<file path="src/rtl/nco_sweep_ctrl.sv">
// nco_sweep_ctrl: serial-configured FCW sequencer for the NCO phase accumulator.
// Define NCO_SWEEP_EN to build in STEP/LEN, the frame counter and the chirp/repeat logic.
module nco_sweep_ctrl #(
  parameter int FCW_W = 20,
  parameter int LEN_W = 16
) (
  input  logic             clk,
  input  logic             rst,
  input  logic             CfgEn,
  input  logic             CfgIn,
  input  logic             Vld,
  output logic             En,
  output logic [FCW_W-1:0] FCW,
  output logic             Busy,
  output logic             Done,
  output logic             CfgErr,
  output logic [1:0]       dbg_state_o
);

  localparam int FRAME_W = 24;

  typedef enum logic [1:0] {
    S_IDLE = 2'd0,
    S_ARM  = 2'd1,
    S_RUN  = 2'd2,
    S_DONE = 2'd3
  } state_e;

  // Serial front-end
  logic [FRAME_W-1:0] sr_q, sr_d;
  logic [4:0]         bit_cnt_q, bit_cnt_d;
  logic               cfg_err_q, cfg_err_d;
  logic               frame_ok;
  logic [3:0]         cfg_addr;
  logic [19:0]        cfg_data;

  // Register file
  logic [FCW_W-1:0]   base_q, base_d;
  logic               run_q, run_d;
`ifdef NCO_SWEEP_EN
  logic [FCW_W-1:0]   step_q, step_d;
  logic [LEN_W-1:0]   len_q, len_d;
  logic               sweep_q, sweep_d;
  logic               rep_q, rep_d;
  logic [LEN_W-1:0]   frm_cnt_q, frm_cnt_d;
  logic               reload_q, reload_d;
`else
  logic               unused_len_w;
  assign unused_len_w = (LEN_W > 0);
`endif

  // Sequencer
  state_e             state_q, state_d;
  logic               en_q, en_d;
  logic [FCW_W-1:0]   fcw_q, fcw_d;

  assign cfg_addr = sr_q[23:20];
  assign cfg_data = sr_q[19:0];

  // A frame closes on the first low CfgEn edge after any high window (count != 0).
  always_comb begin
    sr_d      = sr_q;
    bit_cnt_d = bit_cnt_q;
    cfg_err_d = cfg_err_q;
    frame_ok  = 1'b0;
    if (CfgEn) begin
      sr_d = {sr_q[FRAME_W-2:0], CfgIn};
      if (bit_cnt_q != 5'd25) bit_cnt_d = bit_cnt_q + 5'd1;
    end else if (bit_cnt_q != 5'd0) begin
      bit_cnt_d = 5'd0;
      if (bit_cnt_q == 5'd24) frame_ok = 1'b1;
      else                    cfg_err_d = 1'b1;
    end
    if (frame_ok && (cfg_addr == 4'd3)) cfg_err_d = 1'b0;
  end

  always_comb begin
    base_d  = base_q;
    run_d   = run_q;
`ifdef NCO_SWEEP_EN
    step_d  = step_q;
    len_d   = len_q;
    sweep_d = sweep_q;
    rep_d   = rep_q;
`endif
    if (frame_ok) begin
      case (cfg_addr)
        4'd0: base_d = cfg_data[FCW_W-1:0];
`ifdef NCO_SWEEP_EN
        4'd1: step_d = cfg_data[FCW_W-1:0];
        4'd2: len_d  = cfg_data[LEN_W-1:0];
        4'd3: begin
          run_d   = cfg_data[0];
          sweep_d = cfg_data[1];
          rep_d   = cfg_data[2];
        end
`else
        4'd3: run_d = cfg_data[0];
`endif
        default: ;
      endcase
    end
  end

  // Vld is a one-cycle strobe from the accumulator; FCW only moves on edges where it is high.
  always_comb begin
    state_d   = state_q;
    en_d      = en_q;
    fcw_d     = fcw_q;
`ifdef NCO_SWEEP_EN
    frm_cnt_d = frm_cnt_q;
    reload_d  = reload_q;
`endif
    case (state_q)
      S_IDLE: begin
        en_d = 1'b0;
        if (run_q) state_d = S_ARM;
      end
      S_ARM: begin
        if (!run_q) begin
          state_d = S_IDLE;
          en_d    = 1'b0;
        end else begin
          fcw_d   = base_q;
          en_d    = 1'b1;
          state_d = S_RUN;
`ifdef NCO_SWEEP_EN
          frm_cnt_d = len_q;
          reload_d  = 1'b0;
`endif
        end
      end
      S_RUN: begin
        if (!run_q) begin
          state_d = S_IDLE;
          en_d    = 1'b0;
        end else if (Vld) begin
`ifdef NCO_SWEEP_EN
          if (!sweep_q) begin
            fcw_d    = base_q;
            reload_d = 1'b0;
          end else if (reload_q) begin
            // The last stepped value has had its frame; restart the ramp.
            fcw_d     = base_q;
            frm_cnt_d = len_q;
            reload_d  = 1'b0;
          end else begin
            fcw_d = fcw_q + step_q;
            if (frm_cnt_q == LEN_W'(1)) begin
              if (rep_q) reload_d = 1'b1;
              else       state_d  = S_DONE;
            end
            if (frm_cnt_q != '0) frm_cnt_d = frm_cnt_q - LEN_W'(1);
          end
`else
          fcw_d = base_q;
`endif
        end
      end
      S_DONE: begin
        if (!run_q) begin
          state_d = S_IDLE;
          en_d    = 1'b0;
        end
      end
      default: state_d = S_IDLE;
    endcase
  end

  always_ff @(posedge clk) begin
    if (rst) begin
      sr_q      <= '0;
      bit_cnt_q <= '0;
      cfg_err_q <= 1'b0;
      base_q    <= '0;
      run_q     <= 1'b0;
      state_q   <= S_IDLE;
      en_q      <= 1'b0;
      fcw_q     <= '0;
`ifdef NCO_SWEEP_EN
      step_q    <= '0;
      len_q     <= '0;
      sweep_q   <= 1'b0;
      rep_q     <= 1'b0;
      frm_cnt_q <= '0;
      reload_q  <= 1'b0;
`endif
    end else begin
      sr_q      <= sr_d;
      bit_cnt_q <= bit_cnt_d;
      cfg_err_q <= cfg_err_d;
      base_q    <= base_d;
      run_q     <= run_d;
      state_q   <= state_d;
      en_q      <= en_d;
      fcw_q     <= fcw_d;
`ifdef NCO_SWEEP_EN
      step_q    <= step_d;
      len_q     <= len_d;
      sweep_q   <= sweep_d;
      rep_q     <= rep_d;
      frm_cnt_q <= frm_cnt_d;
      reload_q  <= reload_d;
`endif
    end
  end

  assign En          = en_q;
  assign FCW         = fcw_q;
  assign Busy        = (state_q == S_ARM) || (state_q == S_RUN);
`ifdef NCO_SWEEP_EN
  assign Done        = (state_q == S_DONE);
`else
  assign Done        = 1'b0;
`endif
  assign CfgErr      = cfg_err_q;
  assign dbg_state_o = state_q;

endmodule

</file>
<file path="config.mk">
export PLATFORM = sky130hd
export DESIGN_NAME = nco_sweep_ctrl
export DESIGN_NICKNAME = d
export VERILOG_FILES = /design/src/rtl/nco_sweep_ctrl.sv
export SDC_FILE = /design/constraint.sdc
export NUM_CORES = 1
export LEC_CHECK = 0
export ABC_AREA = 1
export BUFFER_PORTS_ARGS = -buffer_cell sky130_fd_sc_hd__buf_2
export CORE_ASPECT_RATIO = 0.5
export CORE_MARGIN = 3
export CORE_UTILIZATION = 55
export CTS_BUF_LIST = sky130_fd_sc_hd__clkbuf_2
export CTS_CLUSTER_DIAMETER = 100
export CTS_CLUSTER_SIZE = 24
export DETAILED_ROUTE_END_ITERATION = 16
export HOLD_SLACK_MARGIN = 0.03
export PLACE_DENSITY = 0.77
export SLEW_MARGIN = 30
export SYNTH_ARGS = -nofsm -noshare
export SYNTH_HDL_FRONTEND = slang
export SYNTH_SLANG_ARGS = --single-unit
</file>
<file path="constraint.sdc">
create_clock -name clk -period 1.87 [get_ports clk]
set_input_delay 0 -clock clk [delete_from_list [all_inputs] [get_ports clk]]
set_output_delay 0 -clock clk [all_outputs]
set_load 0.01 [all_outputs]
</file>
==> results.toml, run 1 <==
[timing]
min_period_over_period_pct = 96.0
worstMarginPinSlew_ns = 0.503
slew_headroom_pct = 66.4
finClkSkew_ns = 0.0221
fin_crit_ns = 1.79
fmax_mhz = 557
whs_ns = 0.132
setup_viol = 0
drv_slew = 0
rsz0062_at_grt = "no"
hold_violations = 0

[synthesis]
syn_nets = 418
yosys.area.top_type_share_pct = 48.3
synth_compound_area_share_pct = 12.7
synth_top_family_by_area = "simple AND/OR/NAND/NOR gates"
yosysTopAreaCell = "dfxtp_1"
synth.area.top_cells = "dfxtp_1 48%, nand3_1 8.3%, a21oi_1 7.8%"
post_synth_inst_count = 405
ys_seq_elements = 74
synthXorXnorAreaFrac_pct = 0
muxShareOfSynthArea_pct = 0
yosys.area_share.simple_pct = 25.8
synthAdderAreaFrac_pct = 3.26
syn_area_um2 = 3070
syn-mean-instance-area_um2 = 7.58
ys_seq_area_share_pct = 48.3
yosysWarnings = 0
synth_cell_types = 22

[cells_and_area]
stdcell_count = 507
nNetsFinal = 445
drive_gt1_share_pct = 14.6
post-route-util_pct = 65.0
postLayoutCellArea_um2 = 3350
n_antenna_cell = 0
final_common_cell = "dfxtp_1"
layout_common_cells = "74 x dfxtp_1, 60 x nand2_1, 55 x nor2_1"
syn_to_final_growth_pct = 9.30

[worst_setup_path]
critPathMaxFanout = 12
cp-end-kind = "flop"
required_ns = 2.31
setup.worst_path.end = "sr_q[0]$_SDFFE_PP0P_"
worstSetupPathType = "primary input to flop"
cp.arrival_ns = 2.24
worstSetupStartpoint = "CfgEn"
reg2reg_depth = 8
cp_slowest_stage_delay_ns = 0.57
startpoint_type = "primary input"
crit_slowest_cell = "dlygate4sd3_1"
rrSetupSlack_ns = 0.17
cpMostUsedCell = "dlygate4sd3_1"
r2r_start = "dbg_state_o[0]$_SDFFE_PP0P_"
rr_endpoint = "FCW[1]$_SDFFE_PP0P_"
cp_cell_sequence = "dlygate4sd3_1 > buf_2 > inv_2 > o21ai_0 > dlygate4sd3_1 > a21oi_1 > dlygate4sd3_1"

[route]
vias = 2559
drc = 0
wire_per_inst_um = 12.1
wl_um = 6130
wl_met1_um = 3140
ant_nets = 0
met2_wirelength_um = 2470
dr.pass1.iters = 6
wl_met3_um = 450
dr.max_layer_used = "met4"
via_per_inst = 5.05
first_iter_violations = 233

[global_routing]
antenna_found_initial = 0
grt.total_usage_pct = 19.7
grt_remaining_overflow = 0
grt_start_max_net_pins = 40
grt_pass1_wl_um = 10200
grt_pass1_vias = 2260

[pwr]
vdd_drop_max_v = 0.000463
p_leak_nw = 1.37
p_total_w = 0.00261
cellPowerDensity_nw_per_um2 = 779

[clock_tree]
cts_setup_buffers = 0
root_buffer = "clkbuf_2"
cts_max_level = 3
clk_path_buf_depth = 2
cts_made_buffers = 9
clkLatencyLatePin_ns = 0.52
path_clk_slew_ns = 0.21
clock_sinks = 74
tritoncts = "done"

[floorplan]
initial_core_util_pct = 59.5
core_area_um2 = 5160
io_pins = 31
rows = 18
fp.dieArea_um2 = 6560
fp.dieH_um = 58.8
die_w_um = 112

[placement]
dp_hpwl_um = 4360
gp_congestion = 0.894
placedCellCount = 485
io_buffers = 29
dpl-instance-area_um2 = 3200

[min_path]
hold_class = "primary input to flop"
min_from = "Vld"

[job]
cap_viol_max_count = 0

[status]
status = "completed"
-- synth_stat cells --
cell type and instances:
nor2_1 55, inv_1 38, ha_1 8, conb_1 1
o21ai_0 27, clkbuf_1 6, nand4_2 1, buf_4 3
nor2_4 1, inv_2 1, a211oi_1 1, nand4_1 1
a21oi_1 48, nor2_2 9, dfxtp_1 74, nand3_1 51
nand3_2 1, buf_6 4, nand2_1 60, nor3b_1 1
o21bai_1 1, buf_2 13
-- per-layer routing --
metal  track usage (%)  vias to the layer above
met5                 0                        -
met4              6.41                        0
met3              7.91                        9
met2              29.1                       65
met1              26.7                     1133
li1                  -                     1352
-- how the worst min path moves through the flow --
stage | end | slack, ns | cells after the start
final | FCW[2]$_SDFFE_PP0P_ | 0.13 | 7
after floorplan | sr_q[21]$_SDFFE_PP0P_ | 0.19 | 2
after global placement | sr_q[0]$_SDFFE_PP0P_ | 0.31 | 3
after detailed placement | sr_q[0]$_SDFFE_PP0P_ | 0.32 | 3
after global routing | FCW[4]$_SDFFE_PP0P_ | 0.10 | 6
after CTS | FCW[18]$_SDFFE_PP0P_ | 0.09 | 6
-- critical path: cells and delay by family --
kind	cells	cell delay, ns
AO/OA/AOI/OAI	2	0.21
buffers and inverters	5	2.02
-- final cells by class --
| class | count | area, µm² |
|---|---|---|
| inverters | 39 | 146 |
| well taps | 70 | 87.6 |
| multi-input cells | 266 | 1290 |
| fillers | 435 | 1800 |
| clock buffers | 9 | 45.0 |
| clock inverters | 7 | 45.0 |
| repair buffers | 42 | 258 |
| flip-flops and latches | 74 | 1480 |
-- stage by stage --
stage	TNS [ns]	worst slack, ns
5_1_grt	0	0.00960
2_1_floorplan	0	0.474
3_5_place_dp	-0.0931	-0.0243
6_report	0	0.0752
4_1_cts	0	0.171
3_3_place_gp	0	0.0943
-- registers in the layout, summed over array words and instances (netlist names) --
register	count
run_q	1
bit_cnt_q	5
FCW	20
base_q	20
CfgErr	1
sr_q	24
En	1
dbg_state_o	2
-- power breakdown --
group / total, W / leakage (nW) / internal, W / switching, W
clock network: 0.000741 / 0.0517 / 0.000168 / 0.000573
registers: 0.00165 / 0.602 / 0.00162 / 0.0000265
logic: 0.000223 / 0.720 / 0.0000756 / 0.000147
-- what timing repair did --
item                                    in CTS  in global routing
endpoints found under the setup margin      11                  0
hold buffers                                 6                  0
gates resized for setup                      1                  0
endpoints found under the hold margin       35                  0
-- cells by family (layout without fill, tap and decap cells) --
group                      count (synthesis)  in the layout
AOI/OAI and AO/OA                         77             77
adders and majority gates                  8              8
buffers and inverters                     65             97
DFF                                       74             74
other                                      1              1
and+or+nand+nor                          180            180
No activity file was read; power rests on OpenSTA's default activity.
==> run 2, diff against run 1 <==
CAP_MARGIN = 10   (was not set)
CORE_UTILIZATION = 40   (was 55)
PLACE_DENSITY = 0.6   (was 0.77)
==> run 2 against run 1 <==
- hold slack better by 0.0034 ns
- global-route usage decreased by 3.9 points
- via count is 2.9% lower
- critical path depth up 1
- clock skew about the same
- cell area grew 2.5%
- core utilization decreased by 16 points
- register-to-register slack hardly changed
- clock-buffer cell count grew 2
==> results.toml, run 2 (synthesis results as in run 1) <==
[status]
status = "completed"

[placement]
io_buffers = 29
gp_congestion = 0.801
placedCellCount = 508
dp_hpwl_um = 4430
dpl-instance-area_um2 = 3260

[worst_setup_path]
startpoint_type = "flop"
critPathMaxFanout = 21
required_ns = 2.27
reg2reg_depth = 8
worstSetupPathType = "flop to flop"
cp.arrival_ns = 2.10
cp-end-kind = "flop"

[cells_and_area]
nNetsFinal = 445
final_common_cell = "dfxtp_1"
n_antenna_cell = 0
postLayoutCellArea_um2 = 3440
layout_common_cells = "74 x dfxtp_1, 60 x nand2_1, 55 x nor2_1"
stdcell_count = 528
largest_reg_flops = 24
drive_gt1_share_pct = 14.4
top_register = "sr_q"
syn_to_final_growth_pct = 12.0
nFillCells = 683

[global_routing]
grt_pass1_wl_um = 10700
grt_remaining_overflow = 0
grt.total_usage_pct = 15.8
grt_pass1_vias = 2310
grt_start_max_net_pins = 44
antenna_found_initial = 0

[timing]
finClkSkew_ns = 0.0221
min_period_over_period_pct = 90.6
drv_slew = 0
fin_crit_ns = 1.69
setup_viol = 0
hold_violations = 0
fmax_mhz = 590
rsz0062_at_grt = "no"

[clock_tree]
cts_made_buffers = 9
clock_sinks = 74
clkLatencyLatePin_ns = 0.51
tritoncts = "done"
cts_max_level = 3
root_buffer = "clkbuf_2"
clk_path_buf_depth = 2
path_clk_slew_ns = 0.18

[pwr]
switching_share_pct = 24.2
p_leak_nw = 1.41
clkPwrFrac_pct = 33.8
p_total_w = 0.00282
p_switching_w = 0.000681
internal_power_w = 0.00214
power_frac_comb_pct = 7.8
vdd_drop_max_v = 0.000289
cellPowerDensity_nw_per_um2 = 820
pwr-share-seq_pct = 58.4

[floorplan]
fp.dieArea_um2 = 8820
fp.dieH_um = 67.9
initial_core_util_pct = 43.6
rows = 21
die_w_um = 130
core_area_um2 = 7040
io_pins = 31

[min_path]
hold_depth = 7
hold_class = "primary input to flop"

[route]
ant_nets = 0
wire_per_inst_um = 11.9
drc = 0
vias = 2486
dr.pass1.iters = 5
first_iter_violations = 119
via_per_inst = 4.71
wl_um = 6270

[job]
cap_viol_max_count = 0
[run 2: path summary, 6_finish.rpt]
check / startpoint / endpoint / slack [ns]
worst min-delay path: Vld / FCW[10]$_SDFFE_PP0P_ / 0.14
worst max register to register: dbg_state_o[0]$_SDFFE_PP0P_ / FCW[6]$_SDFFE_PP0P_ / 0.18
worst min register to register: sr_q[10]$_SDFFE_PP0P_ / sr_q[11]$_SDFFE_PP0P_ / 0.47
worst max-delay path: dbg_state_o[0]$_SDFFE_PP0P_ / FCW[6]$_SDFFE_PP0P_ / 0.18
[run 2: power groups by stage]
stage / Clock [W] / Combinational [W] / Sequential (W)
2_1_floorplan: 0 / 0.000164 / 0.00168
3_3_place_gp: 0 / 0.000207 / 0.00168
3_5_place_dp: 0 / 0.000213 / 0.00168
4_1_cts: 0.000987 / 0.000222 / 0.00165
5_1_grt: 0.00105 / 0.000257 / 0.00165
6_report: 0.000953 / 0.000219 / 0.00165
[run 2: through the flow]
stage               setup WS (ns)  hold WS (ns)  utilization, %  setup TNS, ns
floorplan                   0.474         0.187               -              0
global placement           0.0645         0.328            46.3              0
detailed placement        -0.0274         0.332            46.3         -0.297
CTS                         0.186        0.0961            48.8              0
global route               0.0378         0.158            48.8              0
finish                      0.176         0.135            48.8              0
[run 2: cell type report]
| type | instances | area (µm²) | share of cell area [%] |
|---|---|---|---|
| clock buffer | 11 | 55.1 | 1.60 |
| multi-input combinational | 266 | 1290 | 37.5 |
| sequential | 74 | 1480 | 43.1 |
| timing repair buffer | 42 | 280 | 8.16 |
| clock inverter | 4 | 67.6 | 1.97 |
| inverter | 39 | 146 | 4.26 |
| tap | 92 | 115 | 3.35 |
[run 2: timing repair]
item / 4_1_cts / 5_1_grt
hold buffers: 5 / 0
endpoints found under the hold margin: 33 / 0
resized for setup: 1 / 0
setup buffers: 0 / 0
setup endpoints to repair: 20 / 0
[run 2: metal layers]
metal	global-route usage (%)	up-vias	share of wire, %
met5	0	-	0
met1	22.2	1078	54
met4	6.22	0	0.88
met2	22.2	52	38
li1	-	1351	-
met3	5.30	5	6.2
[run 2: critical path: stages, from the launching register on]
cell	delay, ns
dfxtp_1	0.38
inv_1	0.12
ha_1	0.21
nor2_1	0.08
nor2_4	0.35
nand2_1	0.10
buf_4	0.22
nand2_1	0.08
a21oi_1	0.06
==> run 3, diff against run 2 <==
--- a/config.mk
+++ b/config.mk
@@ -17,2 +17,3 @@
 export DETAILED_ROUTE_END_ITERATION = 16
+export GPL_TIMING_DRIVEN = 0
 export HOLD_SLACK_MARGIN = 0.03
==> constraint.sdc (replaced) <==
create_clock -name clk -period 1.87 [get_ports clk]
set_input_delay 0.187 -clock clk [delete_from_list [all_inputs] [get_ports clk]]
set_output_delay 0.187 -clock clk [all_outputs]
set_load 0.01 [all_outputs]
==> run 3 against run 2 <==
- via count rose by 1.4%
- sequential cell count did not move
- critical endpoint is now Busy
- total power rose by 2.6%
- cell count rose by 3.4%
- critical path depth fell by 5
==> results.toml, run 3 (synthesis results as in run 1) <==
[worst_setup_path]
setup.worst_path.end = "Busy"
reg2reg_depth = 6
required_ns = 1.68
r2r_start = "dbg_state_o[0]$_SDFFE_PP0P_"
critPathMaxFanout = 5
worstSetupPathType = "flop to output port"
startpoint_type = "flop"
crit_slowest_cell = "dfxtp_1"
rrSetupSlack_ns = 0.23
cp.arrival_ns = 1.50
worstPathBufferInverterCount = 2
rr_endpoint = "FCW[8]$_SDFFE_PP0P_"
cp_cell_sequence = "inv_1 > ha_1 > buf_2"
cp-end-kind = "output port"
path_delay_family = "flip-flops"
cp_slowest_stage_delay_ns = 0.44
worstSetupStartpoint = "dbg_state_o[0]$_SDFFE_PP0P_"
path_depth = 3

[route]
dr.pass1.iters = 4
wl_um = 6450
vias = 2521
first_iter_violations = 103
ant_nets = 0
drc = 0
via_per_inst = 4.62
wire_per_inst_um = 11.8

[floorplan]
rows = 21
io_pins = 31
die_w_um = 130
initial_core_util_pct = 43.6
fp.dieH_um = 67.9
fp.dieArea_um2 = 8820
core_area_um2 = 7040

[job]
cap_viol_max_count = 0

[pwr]
p_leak_nw = 1.46
vdd_drop_max_v = 0.000296
cellPowerDensity_nw_per_um2 = 825

[timing]
finClkSkew_ns = 0.0160
fin_tns_setup_ns = 0
min_period_over_period_pct = 90.4
worstMarginPinSlew_ns = 0.600
hold_violations = 0
whs_ns = 0.338
fin_crit_ns = 1.69
rsz0062_at_grt = "no"
slew_headroom_pct = 60.0
setup_viol = 0
fmax_mhz = 592
drv_slew = 0

[global_routing]
grt_remaining_overflow = 0
grt_pass1_vias = 2260
antenna_found_initial = 0
grt_start_max_net_pins = 14
grt.total_usage_pct = 16.1
grt_pass1_wl_um = 10900

[clock_tree]
cts_max_level = 3
path_clk_slew_ns = 0.21
tritoncts = "done"
root_buffer = "clkbuf_2"
clock_sinks = 74
clk_path_buf_depth = 2
cts_made_buffers = 9
cts_resized = 0
clkLatencyLatePin_ns = 0.52

[status]
status = "completed"

[placement]
io_buffers = 28
gp_congestion = 0.782
dp_hpwl_um = 4790

[cells_and_area]
drive_gt1_share_pct = 16.8
nNetsFinal = 461
largest_reg_flops = 24
syn_to_final_growth_pct = 14.2
layout_common_cells = "74 x dfxtp_1, 60 x nand2_1, 55 x nor2_1"
final_common_cell = "dfxtp_1"
top_register = "sr_q"

[min_path]
hold_class = "primary input to flop"
-- run 3: cell count changes in the layout (fill, tap and decap cells not counted), sizes merged --
| cell | delta |
|---|---|
| dlygate4sd3 | -1 |
| clkinv | +1 |
| clkbuf | +4 |
| inv | +2 |
| diode | +1 |
| buf | +11 |
-- run 3: report_power, final --
part,switching [W],internal (W)
logic,0.000148,0.0000788
registers,0.0000252,0.00162
clock network,0.000572,0.000444
-- run 3: timing repair --
action,4_1_cts,5_1_grt
endpoints found under the hold margin,8,0
hold buffers,4,0
setup buffers,0,0
-- run 3: routing by layer --
layer  GRT usage [%]  wire length, µm  up-vias
met5               0                0        -
met4            5.05               79        0
met3            5.92              356        8
met2            19.9             2230       53
met1            24.9             3780     1073
li1                -                -     1387
-- run 3: metrics by stage --
stage          setup slack, ns  total power [W]  utilization [%]  std cells  area [µm²]
6_report                 0.180          0.00289             49.7        546        3500
3_5_place_dp             0.257          0.00190             47.2        525        3320
4_1_cts                  0.109          0.00293             49.7        545        3500
2_1_floorplan            0.474          0.00184                -        405        3070
3_3_place_gp             0.274          0.00190             47.2        525        3320
5_1_grt                 0.0227          0.00305             49.7        545        3500
-- run 3: worst reg2reg max path, stage by stage (launching register included) --
cell      delay [ns]
dfxtp_1         0.44
inv_1           0.10
ha_1            0.23
nand2_1         0.17
clkbuf_1        0.33
nand3_1         0.16
a21oi_1         0.15
-- run 3: layout make-up --
| cell class | count | area [µm²] |
|---|---|---|
| flip-flops and latches | 74 | 1480 |
| fillers | 737 | 3540 |
| diodes | 1 | 2.50 |
| repair buffers | 32 | 180 |
| clock buffers | 9 | 45.0 |
| well taps | 92 | 115 |
| plain buffers | 26 | 155 |
| multi-input cells | 266 | 1280 |
| inverters | 39 | 146 |
| clock inverters | 7 | 91.3 |
-- run 3: worst min path at each step --
stage | from | endpoint | cells past startpoint
after detailed placement | FCW[18]$_SDFFE_PP0P_ | FCW[18]$_SDFFE_PP0P_ | 2
after floorplan | CfgEn | sr_q[21]$_SDFFE_PP0P_ | 2
after CTS | Vld | FCW[0]$_SDFFE_PP0P_ | 7
after global placement | FCW[18]$_SDFFE_PP0P_ | FCW[18]$_SDFFE_PP0P_ | 2
after global routing | Vld | FCW[13]$_SDFFE_PP0P_ | 7
final | Vld | FCW[19]$_SDFFE_PP0P_ | 7
